`config.mk`:
```
export PLATFORM = sky130hd
export DESIGN_NAME = twisted_ring_counter
export DESIGN_NICKNAME = d
export VERILOG_FILES = /design/src/rtl/twisted_ring_counter.sv
export SDC_FILE = /design/constraint.sdc
export NUM_CORES = 1
export LEC_CHECK = 0
export BUFFER_PORTS_ARGS = -buffer_cell sky130_fd_sc_hd__buf_4
export CAP_MARGIN = 20
export CELL_PAD_IN_SITES_DETAIL_PLACEMENT = 2
export CELL_PAD_IN_SITES_GLOBAL_PLACEMENT = 2
export CORE_UTILIZATION = 30
export CTS_BUF_LIST = sky130_fd_sc_hd__clkbuf_4 sky130_fd_sc_hd__clkbuf_8
export DETAILED_ROUTE_END_ITERATION = 8
export PLACE_DENSITY = 0.8
export RECOVER_POWER = 25
export SLEW_MARGIN = 30
export SYNTH_ARGS = -nofsm -noshare
export SYNTH_HDL_FRONTEND = slang
export SYNTH_SLANG_ARGS = --single-unit
```
`constraint.sdc`:
```
create_clock -name clk -period 2.6 [get_ports clk]
set_clock_uncertainty 0.05 [all_clocks]
set_input_delay 0.26 -clock clk [delete_from_list [all_inputs] [get_ports clk]]
set_output_delay 0.26 -clock clk [all_outputs]
set_load 0.01 [all_outputs]
```
`src/rtl/twisted_ring_counter.sv`:
```
// Parametrised Johnson/ring counter with runtime mode and direction, parallel load,
// illegal-state self-correction, a saturating correction counter, sequence index and wrap pulse.
module twisted_ring_counter #(
  parameter  int WIDTH = 4,
  localparam int IDXW  = $clog2(2*WIDTH)
) (
  input  logic             clk,
  input  logic             rst,
  input  logic             en,
  input  logic             dir,
  input  logic             mode,
  input  logic             load,
  input  logic [WIDTH-1:0] load_val,
  output logic [WIDTH-1:0] count,
  output logic [IDXW-1:0]  state_idx,
  output logic             wrap,
  output logic             illegal,
  output logic [7:0]       err_cnt
);

  localparam logic [WIDTH-1:0] HOME_RING = {1'b1, {(WIDTH-1){1'b0}}};

  // Johnson codes have at most one adjacent-bit transition; ring codes are one-hot.
  function automatic logic is_legal(input logic [WIDTH-1:0] v, input logic m);
    int ones;
    int edges;
    ones  = 0;
    edges = 0;
    for (int i = 0; i < WIDTH; i++) begin
      if (v[i]) ones++;
    end
    for (int i = 0; i < WIDTH-1; i++) begin
      if (v[i] != v[i+1]) edges++;
    end
    return m ? (ones == 1) : (edges <= 1);
  endfunction

  function automatic logic [IDXW-1:0] seq_idx(input logic [WIDTH-1:0] v, input logic m);
    int ones;
    int pos;
    ones = 0;
    pos  = 0;
    for (int i = 0; i < WIDTH; i++) begin
      if (v[i]) begin
        ones++;
        pos = WIDTH - 1 - i;
      end
    end
    if (!is_legal(v, m)) return '0;
    if (m) return IDXW'(pos);
    // Fill phase (MSB set, or all zeros) counts ones; drain phase counts back from 2*WIDTH.
    if (v[WIDTH-1] || (v == '0)) return IDXW'(ones);
    return IDXW'(2*WIDTH - ones);
  endfunction

  logic [WIDTH-1:0] shifted;
  logic [WIDTH-1:0] count_nxt;
  logic             wrap_nxt;
  logic [7:0]       err_nxt;

  assign illegal   = !is_legal(count, mode);
  assign state_idx = seq_idx(count, mode);

  always_comb begin
    shifted = count;
    case ({mode, dir})
      2'b00:   shifted = {~count[0], count[WIDTH-1:1]};
      2'b01:   shifted = {count[WIDTH-2:0], ~count[WIDTH-1]};
      2'b10:   shifted = {count[0], count[WIDTH-1:1]};
      default: shifted = {count[WIDTH-2:0], count[WIDTH-1]};
    endcase
  end

  always_comb begin
    count_nxt = count;
    wrap_nxt  = 1'b0;
    err_nxt   = err_cnt;
    if (load) begin
      count_nxt = load_val;
    end else if (illegal) begin
      count_nxt = mode ? HOME_RING : '0;
      if (err_cnt != 8'hFF) err_nxt = err_cnt + 8'd1;
    end else if (en) begin
      count_nxt = shifted;
      // Forward wraps on arriving at index 0, reverse on leaving it.
      wrap_nxt  = dir ? (state_idx == '0) : (seq_idx(shifted, mode) == '0);
    end
  end

  always_ff @(posedge clk) begin
    if (!rst) begin
      count   <= '0;
      wrap    <= 1'b0;
      err_cnt <= 8'd0;
    end else begin
      count   <= count_nxt;
      wrap    <= wrap_nxt;
      err_cnt <= err_nxt;
    end
  end

endmodule

```
[After elaboration in Yosys (flattened, before gate mapping)]
Index checks and enable logic that the tools add are counted.
Cells by class
  $add $sub $neg: 13
  magnitude comparators: 2
  reduce and logical (&&, ||, !) cells: 10
  mux-type cells: 85
  bitwise logic cells: 6
  equality and inequality tests: 12
Operator list (number)
  two-way mux 32 bit: 31
  adder 32 x 2 -> 32 bit, second input constant: 10
  == test 32 x 2 -> 1 bit, second input constant: 2
  <= comparator 32 x 2 -> 1 bit, second input constant: 2
  two-way mux 3 bit: 20
  two-way mux 1 bit: 26
  two-way mux 4 bit: 4
  case mux 4 bit (3 select lines): 1
  adder 8 x 1 -> 8 bit, second input constant: 1
  logical NOT 4 bit: 2
  inequality test 8 bit, second input constant: 1
  logical NOT 3 bit: 2
  two-way mux 2 bit: 3
  inequality test 1 bit: 6
  inverter 1 bit: 6
  subtractor 1 x 3 -> 3 bit, first input constant: 2
  OR reduction 4 bit: 1
  inequality test 3 bit, second input constant: 1
  AND reduction 3 bit: 1
  == test 2 x 1 -> 1 bit, second input constant: 1
  == test 2 bit, second input constant: 1
  logical NOT 2 bit: 1
  logical OR 1 bit: 2
  logical NOT 1 bit: 1
Word-level totals
  input port bits: 10
  output and inout port bits: 17
  logic and storage cells: 131
  register bits: 13

[Logic depth before layout (Yosys ltp)]
Gate-level depths: netlist (run 1).
  depth in word-level cells: 49
  depth in mapped cells: 16
  gate-level depth less buffers: 15

[Worst setup path after synthesis (run 1)]
OpenSTA, ideal clock, no wires.
  path kind: register -> register
  start: reg count[2]
  end: reg wrap
  buffers on the path: 1
  setup time: 117 ps
  period minus slack after synthesis: 2917 ps
  required time: 2433 ps
  arrival: 2750 ps
  stages on the path, launching flop included: 15
  path slack: -317 ps
  cell sequence: dfxtp_1 > buf_2 > mux2i_1 > inv_1 > ha_1 > xnor2_2 > ha_1 > mux2i_1 > ha_1 > a21oi_1 > a21oi_1 > o211ai_1 > o311ai_0 > nand3_1 > a21oi_1
On the way
  cells in the longest elaborated chain, start to end: 28
  elaborated cells between the ends (all ways): 88
  those cells by class: add/sub (8); order compare (2); eq/ne (7); mux (63); bitwise (1); reduce/logical (7)
Ends and longest elaborated chain
  start, declared: line 14  | output logic [WIDTH-1:0] count,
  start signal, assigned: line 96  | count <= count_nxt;
  case mux 4 bit (3 select lines): line 66  | case ({mode, dir})
  inequality test 1 bit: line 33  | if (v[i] != v[i+1]) edges++;
  two-way mux 1 bit: line 33
  two-way mux 32 bit: line 83  | end else if (en) begin
  two-way mux 32 bit: line 80  | end else if (illegal) begin
  two-way mux 32 bit: line 78  | if (load) begin
  adder 32 x 2 -> 32 bit: line 33
  two-way mux 32 bit: line 33
  (+12 left out)
  two-way mux 1 bit: line 80
  two-way mux 1 bit: line 78
  two-way mux 3 bit: line 50  | if (m) return IDXW'(pos);
  two-way mux 3 bit: line 83
  two-way mux 3 bit: line 80
  two-way mux 3 bit: line 78
  logical NOT 3 bit: line 86  | wrap_nxt = dir ? (state_idx == '0) : (seq_idx(shifted, mode) == '0);
  two-way mux 1 bit: line 86
  end signal, assigned: line 97  | wrap <= wrap_nxt;
  end, declared: line 16  | output logic wrap,
Parallel ways exist; a longest one is shown, timed or not. The select of a mux whose other input is x is not followed.
A chain may end at the register's enable or synchronous reset.

[Final worst setup path (run 1)]
  start: reg count[1]
  end: out state_idx[1]
On the way
  cells in the longest elaborated chain, start to end: 9
  elaborated cells between the ends (all ways): 29
  those cells by class: add/sub (5); order compare (1); eq/ne (3); mux (18); reduce/logical (2)
Ends and longest elaborated chain
  inequality test 1 bit or two-way mux 32 bit (tied branches): line 33, 30
  two-way mux 1 bit or adder 32 x 2 -> 32 bit (tied branches): line 33, 30
  adder 32 x 2 -> 32 bit or two-way mux 32 bit (tied branches): line 33, 44
  two-way mux 32 bit or adder 32 x 2 -> 32 bit (tied branches): line 33, 30
  adder 32 x 2 -> 32 bit or two-way mux 32 bit (tied branches): line 33, 30
  two-way mux 32 bit, or another cell as far along: line 33
  <= comparator 32 x 2 -> 1 bit or two-way mux 3 bit (tied branches): line 35, 53
  two-way mux 1 bit or two-way mux 3 bit (tied branches): line 35, 52
  two-way mux 3 bit *: line 50
  end, declared: line 15  | output logic [IDXW-1:0] state_idx,
Mark *: on every way between the ends. The rest lies on a longest branch, timed or not. The select of a mux whose other input is x is not followed.

==> impl_metrics.yaml, run 1 <==
layout:
  seqCellArea_um2: 273
  layout-drive-gt1-share_pct: 53.2
  final_core_utilization_pct: 52.3
  final_common_cell: "buf_4"
  antenna_cells: 0
  syn_to_final_growth_pct: 64.1
  fillCellCount: 470
  finalNonFillerCells: 283
  fin_area_um2: 2320
  fin_nets: 259
  multi_input_comb_area_um2: 1350
  layout_common_cells: "buf_4 (52), buf_6 (11), inv_1 (10), ha_1 (10)"
outcome:
  violations: "DRC, setup timing"
  status: "finished, violations left"
timing:
  fmax_mhz: 343
  setup_slack_ns: -0.312
  final-hold-violation-count: 0
  setup_viol: 17
  fin_crit_sh_pct: 112
  finalCriticalPeriod_ns: 2.91
  fin_tns_setup_ns: -2.04
  rsz0062_at_grt: "true"
  report.final.slew_viol_count: 0
  whs_ns: 0.247
  slew_headroom_pct: 66.0
  tightest_slew_ns: 0.510
clocking:
  htree_num_levels: 1
  clockRootBuffer: "clkbuf_8"
  ctsLongestPathBuffers: 2
  hold_buffers: 0
  insertion_delay_ns: 0.27
  clkSinkCount: 13
  cts_made_buffers: 3
  cts.clk_slew.worst_paths_ns: 0.07
  cts_tree: "done"
floorplan:
  die_x_um: 70.7
  coreArea_um2: 4440
  initial_core_util_pct: 31.9
  die_h_um: 70.7
  pin_count: 27
  die-area_um2: 5000
  rows: 24
route:
  drt_iter0_drc: 79
  ant_nets: 0
  wire_per_inst_um: 25.7
  wl_um: 7270
  num_vias: 1572
  drc: 5
  viasPerCell: 5.55
  dr.pass1.iters: 6
placement:
  port_buffers: 26
  globalplace.congestion: 0.779
  dp_cells: 264
  place_area_um2: 1900
  hpwl_um: 3900
synth:
  ys_seq_elements: 13
  yosysWarningCount: 0
  synth-edff-count: 0
  synth_top_area_cell: "dfxtp_1"
  syn-num-nets: 196
  synth_area_um2: 1420
  netlist_instances: 169
  synth_area_leaders: "dfxtp_1 (18%), ha_1 (15%), xnor2_1 (5.6%)"
  yosys.area.top_type_share_pct: 18.4
  synth_cell_types: 50
  post_synth.cell_area_avg_um2: 8.38
  synthFlopType: "dfxtp_1"
  ys_seq_area_share_pct: 18.4
  synthArstFlopShare_pct: 0
global_route:
  grt.total_usage_pct: 25.1
  gr-total-overflow: 0
  grt_max_degree: 14
  antenna_found_initial: 0
  grt_pass1_wl_um: 9630
  first_global_vias: 1744
worst_setup_path:
  start_kind: "flip-flop"
  crit_slowest_cell: "dfxtp_4"
  cp_data_required_time_ns: 2.29
  path_buf_inv: 3
  cp_max_fo: 3
  crit_type: "reg2out"
  crit_chain: "inv_2, ha_4, xor2_4, ha_4, and2_4, nor2_4, ha_4, a21oi_2, o31ai_2, a21o_1, inv_2, buf_6"
  end_kind: "output port"
  path_common_cell: "ha_4"
  critPathMaxStageDelay_ns: 0.38
  cpLargestDelayFamily: "adder cells"
  worstPathArrival_ns: 2.60
pwr:
  max-vdd-ir-drop_mv: 0.221
  leakagePower_nw: 0.963
  power_density_nw_per_um2: 547
hold_path:
  hold_class: "in2reg"
flow_run:
  max-cap-violations: 0
through the flow:
stage	total power, mW	setup slack (ns)
final	1.27	-0.312
after global routing	1.33	-0.359
after CTS	1.11	-0.235
after detailed placement	0.802	-0.256
after global placement	0.752	0.0102
after floorplan	0.583	-0.0337
state kept, by name, summed over array words and instances, names as in the netlist:
signal and cells:
count 4, wrap 1, err_cnt 8
Yosys cell counts (2+ instances only):
cell and number:
dfxtp_1 13, xnor2_1 9, a2111oi_0 2, nand2b_1 2
and2_1 7, nand4_1 3, nor2b_1 6, o21a_1 2
a31oi_1 2, inv_1 15, buf_2 4, nand3_1 6
nor2_1 12, o311ai_0 2, clkbuf_1 2, nand2_1 6
a21oi_1 15, xnor2_2 2, mux2i_1 4, o21ai_0 5
a211oi_1 2, and3_2 2, xor2_1 3, ha_1 17
area by class of cell:
type | instances | area share (%)
Inverter | 16 | 2.96
Clock buffer | 3 | 1.78
Clock inverter | 1 | 0.215
Sequential cell | 13 | 11.7
Tap cell | 52 | 2.80
Timing Repair Buffer | 66 | 22.6
Multi-Input combinational cell | 132 | 57.9
per-layer routing:
metal	global-route usage, %	up-vias	share of wire (%)
met5	0	-	0
met4	9.56	0	1.9
met3	3.28	11	2.5
met2	47.3	36	55
met1	28.5	804	41
li1	-	721	-
worst paths after layout:
| kind | startpoint | end | slack [ns] | cells after the start |
|---|---|---|---|---|
| worst max-delay path | count[1] | state_idx[1] | -0.31 | 12 |
| worst min-delay path | load_val[1] | count[1] | 0.25 | 3 |
| worst max register to register | count[0] | wrap | -0.22 | 14 |
| worst min register to register | err_cnt[6] | err_cnt[6] | 0.60 | 2 |
worst reg2reg max path, stage by stage, from the launching register on:
cell      delay, ns
dfxtp_4        0.38
ha_1           0.26
nor2_2         0.18
a21oi_2        0.08
ha_4           0.28
and2_4         0.15
nor2_4         0.04
buf_6          0.13
ha_4           0.14
nand2b_4       0.14
a21oi_2        0.13
and3b_2        0.25
buf_6          0.12
nand4b_1       0.24
a21oi_2        0.20
power breakdown:
part           internal (mW)  switching (mW)
Sequential             0.209          0.0190
Clock                  0.107           0.105
Combinational          0.410           0.421
cells by family after synthesis:
logic type	Yosys count	share of synthesized area (%)
adder cells (fa/ha/maj)	17	15.0
multiplexers	6	4.86
AND/OR/NAND/NOR	53	21.1
AO/OA/AOI/OAI	42	23.2
buffers and inverters	24	7.69
flip-flops	13	18.4
XOR/XNOR	14	9.72
timing repair:
item                       in CTS  in global routing
pin swaps                      11                 15
setup endpoints to repair      14                 16
gates resized for setup        32                 26
setup buffers                   8                  7
Note: power is estimated with default switching activity, not from simulation.
==> run 2: changes to the inputs <==
CORE_UTILIZATION = 29   (was 30)
CTS_BUF_LIST = default   (was sky130_fd_sc_hd__clkbuf_4 sky130_fd_sc_hd__clkbuf_8)
PLACE_DENSITY = 0.78   (was 0.8)
==> impl_metrics.yaml, run 2 (synthesis gave the netlist of run 1 again) <==
worst_setup_path:
  end_kind: "output port"
  worstPathArrival_ns: 2.55
  r2r-start: "count[0]"
  cp_max_fo: 4
  crit_slowest_cell: "dfxtp_4"
  path_buf_inv: 3
  cp-startpoint: "count[0]"
  cpLargestDelayFamily: "adder cells"
  start_kind: "flip-flop"
  crit_type: "reg2out"
  path_common_cell: "ha_4"
  cp_data_required_time_ns: 2.29
  crit_chain: "inv_4, ha_4, xor2_2, ha_1, and2_4, nor2_4, ha_4, a21oi_4, o31ai_2, a21o_1, inv_2, buf_6"
  critPathMaxStageDelay_ns: 0.40
floorplan:
  rows: 25
  pin_count: 27
  initial_core_util_pct: 30.0
  die_x_um: 71.9
  coreArea_um2: 4720
  die-area_um2: 5170
  die_h_um: 71.9
placement:
  dpl_worst_slack_ns: -0.245
  port_buffers: 26
  hpwl_um: 4140
  dp_cells: 284
  globalplace.congestion: 0.817
pwr:
  switching_share_pct: 41.0
  comb_power_share_pct: 66.7
  max-vdd-ir-drop_mv: 0.252
  power_density_nw_per_um2: 529
  leakagePower_nw: 1.01
  p_switching_mw: 0.516
  clockPowerShare_pct: 15.0
  p_seq_share_pct: 18.2
  internal-power_mw: 0.742
clocking:
  htree_num_levels: 1
  cts_made_buffers: 3
  clockRootBuffer: "clkbuf_8"
  insertion_delay_ns: 0.25
  cts_tree: "done"
  ctsLongestPathBuffers: 2
  cts.clk_slew.worst_paths_ns: 0.06
  clkSinkCount: 13
layout:
  antenna_cells: 0
  syn_to_final_growth_pct: 67.8
  largest_reg_flops: 8
  layout-drive-gt1-share_pct: 55.4
  top_regs: "err_cnt x8, count x4, wrap x1"
  fin_nets: 261
  regMostFlops: "err_cnt"
  fillCellCount: 485
  finalNonFillerCells: 300
  layout_common_cells: "buf_4 (57), inv_1 (10), ha_1 (10), a21oi_1 (9), dfxtp_1 (9)"
  final_common_cell: "buf_4"
timing:
  fin_tns_setup_ns: -2.29
  setup_slack_ns: -0.265
  setup_viol: 16
  report.final.slew_viol_count: 0
  finalCriticalPeriod_ns: 2.86
  tightest_slew_ns: 0.705
  rsz0062_at_grt: "true"
  slew_headroom_pct: 53.0
  final-hold-violation-count: 0
  fmax_mhz: 349
  fin_crit_sh_pct: 110
outcome:
  violations: "setup timing"
  status: "finished, violations left"
global_route:
  grtUsageMet2_pct: 44.8
  grt_use_met1_pct: 24.5
  gr-total-overflow: 0
  grt_max_degree: 14
  grt.total_usage_pct: 23.0
  gr-max-usage-layer: "met2"
  antenna_found_initial: 0
  first_global_vias: 1703
  grt_pass1_wl_um: 8910
  met3_usage_pct: 3.80
hold_path:
  min_from: "load_val[2]"
  hold_class: "in2reg"
route:
  drc: 0
  ant_nets: 0
  wl_um: 6540
  drt_iter0_drc: 49
  viasPerCell: 5.14
  dr.pass1.iters: 3
  wire_per_inst_um: 21.8
  num_vias: 1542
flow_run:
  max-cap-violations: 0
==> run 2: cell types whose count changed in the layout (fill, tap and decap cells not counted), sizes merged <==
cell,delta
inv,+1
buf,+2
clkinvlp,-1
==> run 2: repair_timing <==
action | in CTS | in global routing
pin swaps | 22 | 27
hold endpoints to repair | 0 | 0
setup buffers | 7 | 6
gates resized for setup | 25 | 35
endpoints found under the setup margin | 14 | 17
hold buffers | 0 | 0
==> run 2: worst min-delay path, delay by kind of cell <==
family | cells | cell delay (ns)
buffers and inverters | 1 | 0.08
AO/OA/AOI/OAI | 1 | 0.05
AND/OR/NAND/NOR | 1 | 0.12
==> run 2: worst paths after layout <==
check	endpoint	cells past startpoint	slack, ns
max	state_idx[1]	12	-0.26
min reg2reg	err_cnt[6]	2	0.56
max reg2reg	err_cnt[4]	13	-0.25
min	count[2]	3	0.25
==> run 2: power groups by stage <==
stage / clock network (mW) / registers [mW] / logic, mW
CTS: 0.188 / 0.227 / 0.695
global placement: 0 / 0.230 / 0.534
floorplan: 0 / 0.231 / 0.352
detailed placement: 0 / 0.231 / 0.584
global route: 0.200 / 0.230 / 0.896
finish: 0.189 / 0.229 / 0.840
==> run 2: metrics by stage <==
stage | hold WS [ns] | utilization, % | area [um^2] | power [mW]
global route | 0.273 | 50.3 | 2380 | 1.33
global placement | 0.464 | 41.4 | 1950 | 0.764
CTS | 0.234 | 45.9 | 2170 | 1.11
floorplan | 0.337 | - | 1510 | 0.583
finish | 0.250 | 50.3 | 2380 | 1.26
detailed placement | 0.473 | 41.4 | 1950 | 0.815
==> run 2: metal layers <==
layer,share of wire (%),wire [um]
met4,3.6,235
met1,39,2560
met2,56,3630
met3,1.8,116
met5,0,0
==> run 2: cell type report <==
| class | instances | area [um^2] | area share, % |
|---|---|---|---|
| sequential | 13 | 270 | 11.4 |
| multi-input combinational | 132 | 1370 | 57.7 |
| tap | 67 | 83.8 | 3.53 |
| inverter | 16 | 67.6 | 2.84 |
| clock buffer | 3 | 41.3 | 1.74 |
| timing repair buffer | 68 | 538 | 22.6 |
| clock inverter | 1 | 5.00 | 0.211 |
